File: src/rtl/rf_write_arbiter.sv
// rtl/rf_write_arbiter.sv - register file write-port arbiter: pipeline priority, buffered SPI loads, starvation stall
module rf_write_arbiter #(
    parameter int DEPTH      = 4,
    parameter int STARVE_MAX = 8
) (
    input  logic                     clk,
    input  logic                     rst,
    input  logic                     wb_we,
    input  logic [4:0]               wb_addr,
    input  logic [31:0]              wb_data,
    input  logic                     spi_valid,
    input  logic [4:0]               spi_addr,
    input  logic [31:0]              spi_data,
    output logic                     spi_ready,
    output logic                     WE3,
    output logic [4:0]               A3,
    output logic [31:0]              WD3,
    output logic                     spi_commit,
    output logic                     stall_req,
    output logic [$clog2(DEPTH):0]   pending
);

    localparam int PW = $clog2(DEPTH);
    localparam int CW = PW + 1;

    logic [4:0]    addr_mem [DEPTH];
    logic [31:0]   data_mem [DEPTH];
    logic [PW-1:0] wr_ptr;
    logic [PW-1:0] rd_ptr;
    logic [CW-1:0] count;
    logic [CW-1:0] count_nxt;
    logic [7:0]    starve_cnt;
    logic [7:0]    starve_nxt;

    logic          wb_act;
    logic          non_empty;
    logic          push;
    logic          pop;
    logic [4:0]    head_addr;
    logic [31:0]   head_data;

    // Arbitration decisions: pipeline wins, FIFO drains only into idle cycles and never while in reset
    always_comb begin
        wb_act    = wb_we && (wb_addr != 5'd0);
        non_empty = (count != '0);
        spi_ready = (count < CW'(DEPTH));
        push      = !rst && spi_valid && spi_ready;
        pop       = !rst && !wb_act && non_empty;
        head_addr = addr_mem[rd_ptr];
        head_data = data_mem[rd_ptr];
        pending   = count;
    end

    // Next occupancy and starvation count, shared by the state register and the stall logic
    always_comb begin
        count_nxt = count;
        if (push && !pop) begin
            count_nxt = count + CW'(1);
        end else if (pop && !push) begin
            count_nxt = count - CW'(1);
        end

        starve_nxt = starve_cnt;
        if (pop || !non_empty) begin
            starve_nxt = 8'd0;
        end else if (wb_act && (starve_cnt < 8'(STARVE_MAX))) begin
            starve_nxt = starve_cnt + 8'd1;
        end
    end

    // Write-port mux: zero-latency pipeline pass-through, else FIFO head (x0 entries retire without a write)
    always_comb begin
        WE3        = 1'b0;
        A3         = 5'd0;
        WD3        = 32'd0;
        spi_commit = 1'b0;
        if (wb_act) begin
            WE3 = 1'b1;
            A3  = wb_addr;
            WD3 = wb_data;
        end else if (pop) begin
            WE3        = (head_addr != 5'd0);
            A3         = head_addr;
            WD3        = head_data;
            spi_commit = 1'b1;
        end
    end

    // FIFO storage; contents need no reset because occupancy gates every read
    always_ff @(posedge clk) begin
        if (push) begin
            addr_mem[wr_ptr] <= spi_addr;
            data_mem[wr_ptr] <= spi_data;
        end
    end

    // Pointers, occupancy, starvation counter and the sticky stall request
    always_ff @(posedge clk) begin
        if (rst) begin
            wr_ptr     <= '0;
            rd_ptr     <= '0;
            count      <= '0;
            starve_cnt <= 8'd0;
            stall_req  <= 1'b0;
        end else begin
            if (push) begin
                wr_ptr <= wr_ptr + PW'(1);
            end
            if (pop) begin
                rd_ptr <= rd_ptr + PW'(1);
            end
            count      <= count_nxt;
            starve_cnt <= starve_nxt;
            // Once raised, stall stays up until the whole backlog has retired
            if (count_nxt == '0) begin
                stall_req <= 1'b0;
            end else if (starve_nxt == 8'(STARVE_MAX)) begin
                stall_req <= 1'b1;
            end
        end
    end

endmodule

File: config.mk
export PLATFORM = sky130hd
export DESIGN_NAME = rf_write_arbiter
export DESIGN_NICKNAME = d
export VERILOG_FILES = /design/src/rtl/rf_write_arbiter.sv
export SDC_FILE = /design/constraint.sdc
export NUM_CORES = 1
export LEC_CHECK = 0
export CORE_ASPECT_RATIO = 0.5
export CORE_MARGIN = 2
export CORE_UTILIZATION = 35
export CTS_CLUSTER_DIAMETER = 30
export DETAILED_ROUTE_END_ITERATION = 16
export PLACE_DENSITY_LB_ADDON = 0.05
export REMOVE_ABC_BUFFERS = 1
export SLEW_MARGIN = 20
export SYNTH_ARGS = -nofsm -noshare
export SYNTH_HDL_FRONTEND = slang
export SYNTH_SLANG_ARGS = --single-unit
File: constraint.sdc
create_clock -name clk -period 5.75 [get_ports clk]
set_input_delay 1.15 -clock clk [delete_from_list [all_inputs] [get_ports clk]]
set_output_delay 1.15 -clock clk [all_outputs]
set_load 0.02 [all_outputs]
==> Word-level counts from Yosys, hierarchy flattened <==
Memories as Yosys holds them, arrays and structs flattened. A register that Yosys moved wholly into a read port is not among the register bits.
Cells that the tools add are included.
{ "totals": {"regBits": 16, "memories": 2, "mem_bits_rw": 148, "in_bits": 78} }
{ "op_classes": {"eq_ne": 1, "mux": 18, "addsub": 5, "order_cmp": 2, "reduce_logical": 19} }
{ "mem_list": {"columns": ["name", "words", "word_bits", "rd", "rd_ports_with_merged_regs", "wr", "line", "rtl"], "rows": [
  ["data_mem", 4, 32, 1, 1, 1, "27", "logic [31:0] data_mem [DEPTH];"],
  ["addr_mem", 4, 5, 1, 1, 1, "26", "logic [4:0] addr_mem [DEPTH];"]
]} }
{ "ops": {"columns": ["cell", "count"], "rows": [
  ["2-to-1 mux 32 bit", 2],
  ["2-to-1 mux 8 bit", 2],
  ["2-to-1 mux 5 bit", 2],
  ["nonzero test 5 bit", 2],
  ["adder 8 x 1 -> 8 bit (second input constant)", 1],
  ["== test 8 x 4 -> 1 bit (second input constant)", 1],
  ["logical AND 1 bit", 8],
  ["less-than comparator 8 x 4 -> 1 bit (second input constant)", 1],
  ["2-to-1 mux 2 bit", 4],
  ["2-to-1 mux 1 bit", 6],
  ["2-to-1 mux 3 bit", 2],
  ["logical NOT 1 bit", 5],
  ["adder 2 x 1 -> 2 bit (second input constant)", 2],
  ["adder 3 x 1 -> 3 bit (second input constant)", 1],
  ["logical NOT 3 bit", 1],
  ["less-than comparator 3 bit (second input constant)", 1],
  ["nonzero test 3 bit", 1],
  ["subtractor 3 x 1 -> 3 bit (second input constant)", 1],
  ["OR reduction 2 bit", 1],
  ["logical OR 1 bit", 1]
]} }

==> Logic depth before layout (Yosys ltp) <==
{ "depth": {"depth_word": 10, "depth_mapped": 8, "depth_no_buf": 7} }

==> Worst setup path after synthesis <==
No wires, ideal clock.
{ "synth_path": {"path_type": "input to output", "start": "in wb_addr[0]", "end": "out A3[0]", "t_arrival_ns": 2.602, "path_buffers": 0, "cell_stages": 3, "slack_ns": 1.998, "path_cell_list": "or3_4 a2111oi_4 a22o_1"} }
{ "synth_via": {"elab_chain_cells": 7} }
{ "synth_rtl": {"columns": ["element", "line", "rtl"], "rows": [
  ["start: declaration", "9", "input logic [4:0] wb_addr,"],
  ["nonzero test 5 bit", "44", "wb_act = wb_we && (wb_addr != 5'd0);"],
  ["logical AND 1 bit", "44", null],
  ["logical NOT 1 bit", "48", "pop = !rst && !wb_act && non_empty;"],
  ["logical AND 1 bit (2 in series)", "48", null],
  ["2-to-1 mux 5 bit", "81", "end else if (pop) begin"],
  ["2-to-1 mux 5 bit (*)", "77", "if (wb_act) begin"],
  ["end: declaration", "16", "output logic [4:0] A3,"]
]} }
Every way passes the cells marked *; elsewhere a longest branch is shown, timed or not.

==> Worst setup path after layout <==
{ "layout_path": {"start": "in wb_addr[0]", "end": "out WD3[15]"} }
{ "layout_via": {"elab_chain_cells": 7} }
{ "layout_rtl": {"columns": ["element", "line", "rtl"], "rows": [
  ["nonzero test 5 bit (*)", "44", null],
  ["logical AND 1 bit (*)", "44", null],
  ["logical NOT 1 bit", "48", null],
  ["logical AND 1 bit (2 in series)", "48", null],
  ["2-to-1 mux 32 bit", "81", null],
  ["2-to-1 mux 32 bit (*)", "77", null],
  ["end: declaration", "17", "output logic [31:0] WD3,"]
]} }
Marks and branches as above.

==> results_dict.tcl <==
set metrics [dict create \
    status "finished clean" \
    cp-end-kind "primary output" \
    drc 0 \
    min_path_cells 1 \
    period_share_pct 83.8 \
    worstSetupEndpoint "WD3[15]" \
    clkLatencyLatePin_ps 420 \
    cp-start-kind "input pin" \
    tns_ps 0 \
    worst-slew-pin-transition_ps 868 \
    r2r-start "pending[2]" \
    slew_viol_final 0 \
    final_area_sq_um 8960 \
    die_y_um 102 \
    setup_slack_ps 934 \
    fillers 1663 \
    clkTransAtPathRegs_ps 70 \
    drt-total-wl_mm 14.7 \
    cts_resized 0 \
    grt_pass1_vias 3965 \
    clockBufferDepth 2 \
    synth_cell_types 41 \
    synthFlopType "edfxtp_1" \
    setup_viol 0 \
    slowest_delay_ps 600 \
    rsz0062_at_grt "false" \
    cp_slowest_cell "clkdlybuf4s50_1" \
    rr_worst_depth 4 \
    cp_data_required_time_ps 4600 \
    drive_gt1_share_pct 16.4 \
    yosysWarnings 0 \
    drtPass1Iterations 4 \
    min_path_type "flip-flop to flip-flop" \
    vias_per_cell 4.82 \
    yosysSeqAreaShare_pct 70.9 \
    initialDrtViolationCount 228 \
    io_buffers 121 \
    crit_arrival_ps 3670 \
    antenna_found_initial 0 \
    wl_met3_um 600 \
    synthCells 414 \
    fin_skew_ps 14.7 \
    grt.overflow.total 0 \
    die_area_sq_um 20500 \
    async_flop_share_pct 0 \
    ys_ff_latch 166 \
    drtAntennaViolNets 0 \
    num_vias 3930 \
    path_max_fanout 21 \
    cp_cell_sequence "clkdlybuf4s50_1 > or3_4 > o21ai_4 > buf_12 > nand3_1 > nand2_1 > clkdlybuf4s50_1" \
    dp_hpwl_mm 9.29 \
    highest_layer "met4" \
    ir_drop_uv 217 \
    dpl_cell_area_sq_um 8370 \
    cts-root-buf "clkbuf_16" \
    multi_input_area_sq_um 1890 \
    wl_met2_mm 7.01 \
    cts_tree "yes" \
    p_per_area_nw_per_um2 342 \
    fin_nets 629 \
    antennaDiodeCount 0 \
    rr_endpoint "data_mem[3][6]" \
    numCtsBuffers 17 \
    max_freq_mhz 208 \
    critPathKind "input pin to primary output" \
    area_growth_pct 32.3 \
    relSlewSlack_pct 42.1 \
    rows 35 \
    ctsHoldBuffers 0 \
    met1Wirelength_mm 6.94 \
    dpl_worst_slack_ps 933 \
    crit_start "wb_addr[0]" \
    core_area_sq_um 18700 \
    initial_core_util_pct 36.2 \
    synth_edf_count 148 \
    grt_start_max_net_pins 30 \
    cts.sinks 166 \
    ios 122 \
    fin_crit_ps 4820 \
    grt_usage_pct 14.8 \
    cts_max_level 4 \
    max-cap-violations 0 \
    syn_avg_cell_area_sq_um 16.4 \
    die_w_um 201 \
    seq_area_sq_um 4810 \
    hold_violations 0 \
    p_leak_nw 3.03 \
    crit_path_frequent_cell "clkdlybuf4s50_1" \
    netlist_area_sq_um 6770 \
    postCtsSetupBuffers 0 \
    place.gp.congestion 0.729 \
    wl_per_cell_um 18.0 \
    grt_pass1_wl_mm 22.6 \
    rrSetupSlack_ps 3560 \
]
[layer usage]
layer / global-route usage, % / vias to the layer above
met5: 0 / -
met4: 4.44 / 0
met3: 4.02 / 9
met2: 24.5 / 75
met1: 19.6 / 1988
li1: - / 1858
[cell families after synthesis]
family,after synthesis,synth area share (%)
multiplexers,38,12.5
adder cells (fa/ha/maj),8,1.48
XOR/XNOR,8,1.03
AND/OR/NAND/NOR,141,9.53
AO/OA/AOI/OAI,25,2.94
buffers and inverters,28,1.63
flip-flops,166,70.9
[area by class of cell]
| class | count | share of cell area (%) |
|---|---|---|
| multi-input cells | 220 | 21.1 |
| clock inverters | 14 | 1.82 |
| flip-flops and latches | 166 | 53.7 |
| repair buffers | 132 | 14.7 |
| well taps | 259 | 3.62 |
| inverters | 6 | 0.251 |
| clock buffers | 18 | 4.79 |
[worst min path at each step]
stage | start | endpoint
after detailed placement | starve_cnt[5] | starve_cnt[5]
after floorplan | starve_cnt[5] | starve_cnt[5]
after global routing | starve_cnt[5] | starve_cnt[5]
final | starve_cnt[5] | starve_cnt[5]
after CTS | starve_cnt[5] | starve_cnt[5]
after global placement | starve_cnt[5] | starve_cnt[5]
[stage by stage]
stage | hold WS, ps | total power, W | cells | utilization, %
2_1_floorplan | 443 | 0.00172 | 392 | -
3_3_place_gp | 465 | 0.00197 | 783 | 44.7
3_5_place_dp | 459 | 0.00197 | 783 | 44.7
4_1_cts | 479 | 0.00311 | 815 | 47.9
5_1_grt | 491 | 0.00320 | 815 | 47.9
6_report | 479 | 0.00307 | 815 | 47.9
[power by group]
part           total (W)  switching, W  internal (W)  leakage [nW]
sequential       0.00140     0.0000258       0.00137          1.49
clock            0.00113      0.000479      0.000652         0.283
combinational   0.000539      0.000279      0.000260          1.26
total            0.00307      0.000783       0.00228          3.03
[synthesized netlist by cell type (6+ instances only)]
library cell	instances	area share, %
dfxtp_1	18	5.3
edfxtp_1	148	66
nor2_1	16	0.89
inv_1	6	0.33
nand3_1	32	2.4
ha_1	8	1.5
nand2_1	70	3.9
mux4_2	37	12
clkbuf_1	17	0.94
[sequential cells by signal, indices dropped and copies added (netlist names), named ones only]
| register | count |
|---|---|
| addr_mem | 20 |
| data_mem | 128 |
| pending | 3 |
| rd_ptr | 2 |
| stall_req | 1 |
| starve_cnt | 8 |
| wr_ptr | 2 |
[cell usage in the layout, fill, tap and decap left out, types with 3 or more instances in the layout]
cell / n
a21oi_1: 4
a22o_1: 5
and2_2: 4
and3_1: 5
buf_4: 9
clkbuf_16: 17
clkdlybuf4s50_1: 121
clkinv_4: 3
dfxtp_1: 16
edfxtp_1: 148
ha_1: 8
inv_1: 6
inv_6: 4
mux4_2: 37
nand2_1: 70
nand3_1: 32
nor2_1: 15
o21ai_0: 3
xnor2_1: 5
xor2_1: 3
[worst max-delay path, delay by kind of cell]
family / cells / cell delay [ps]
compound gates: 1 / 510
buf+inv: 3 / 1300
simple gates: 3 / 680
No activity file was read; power rests on OpenSTA's default activity.
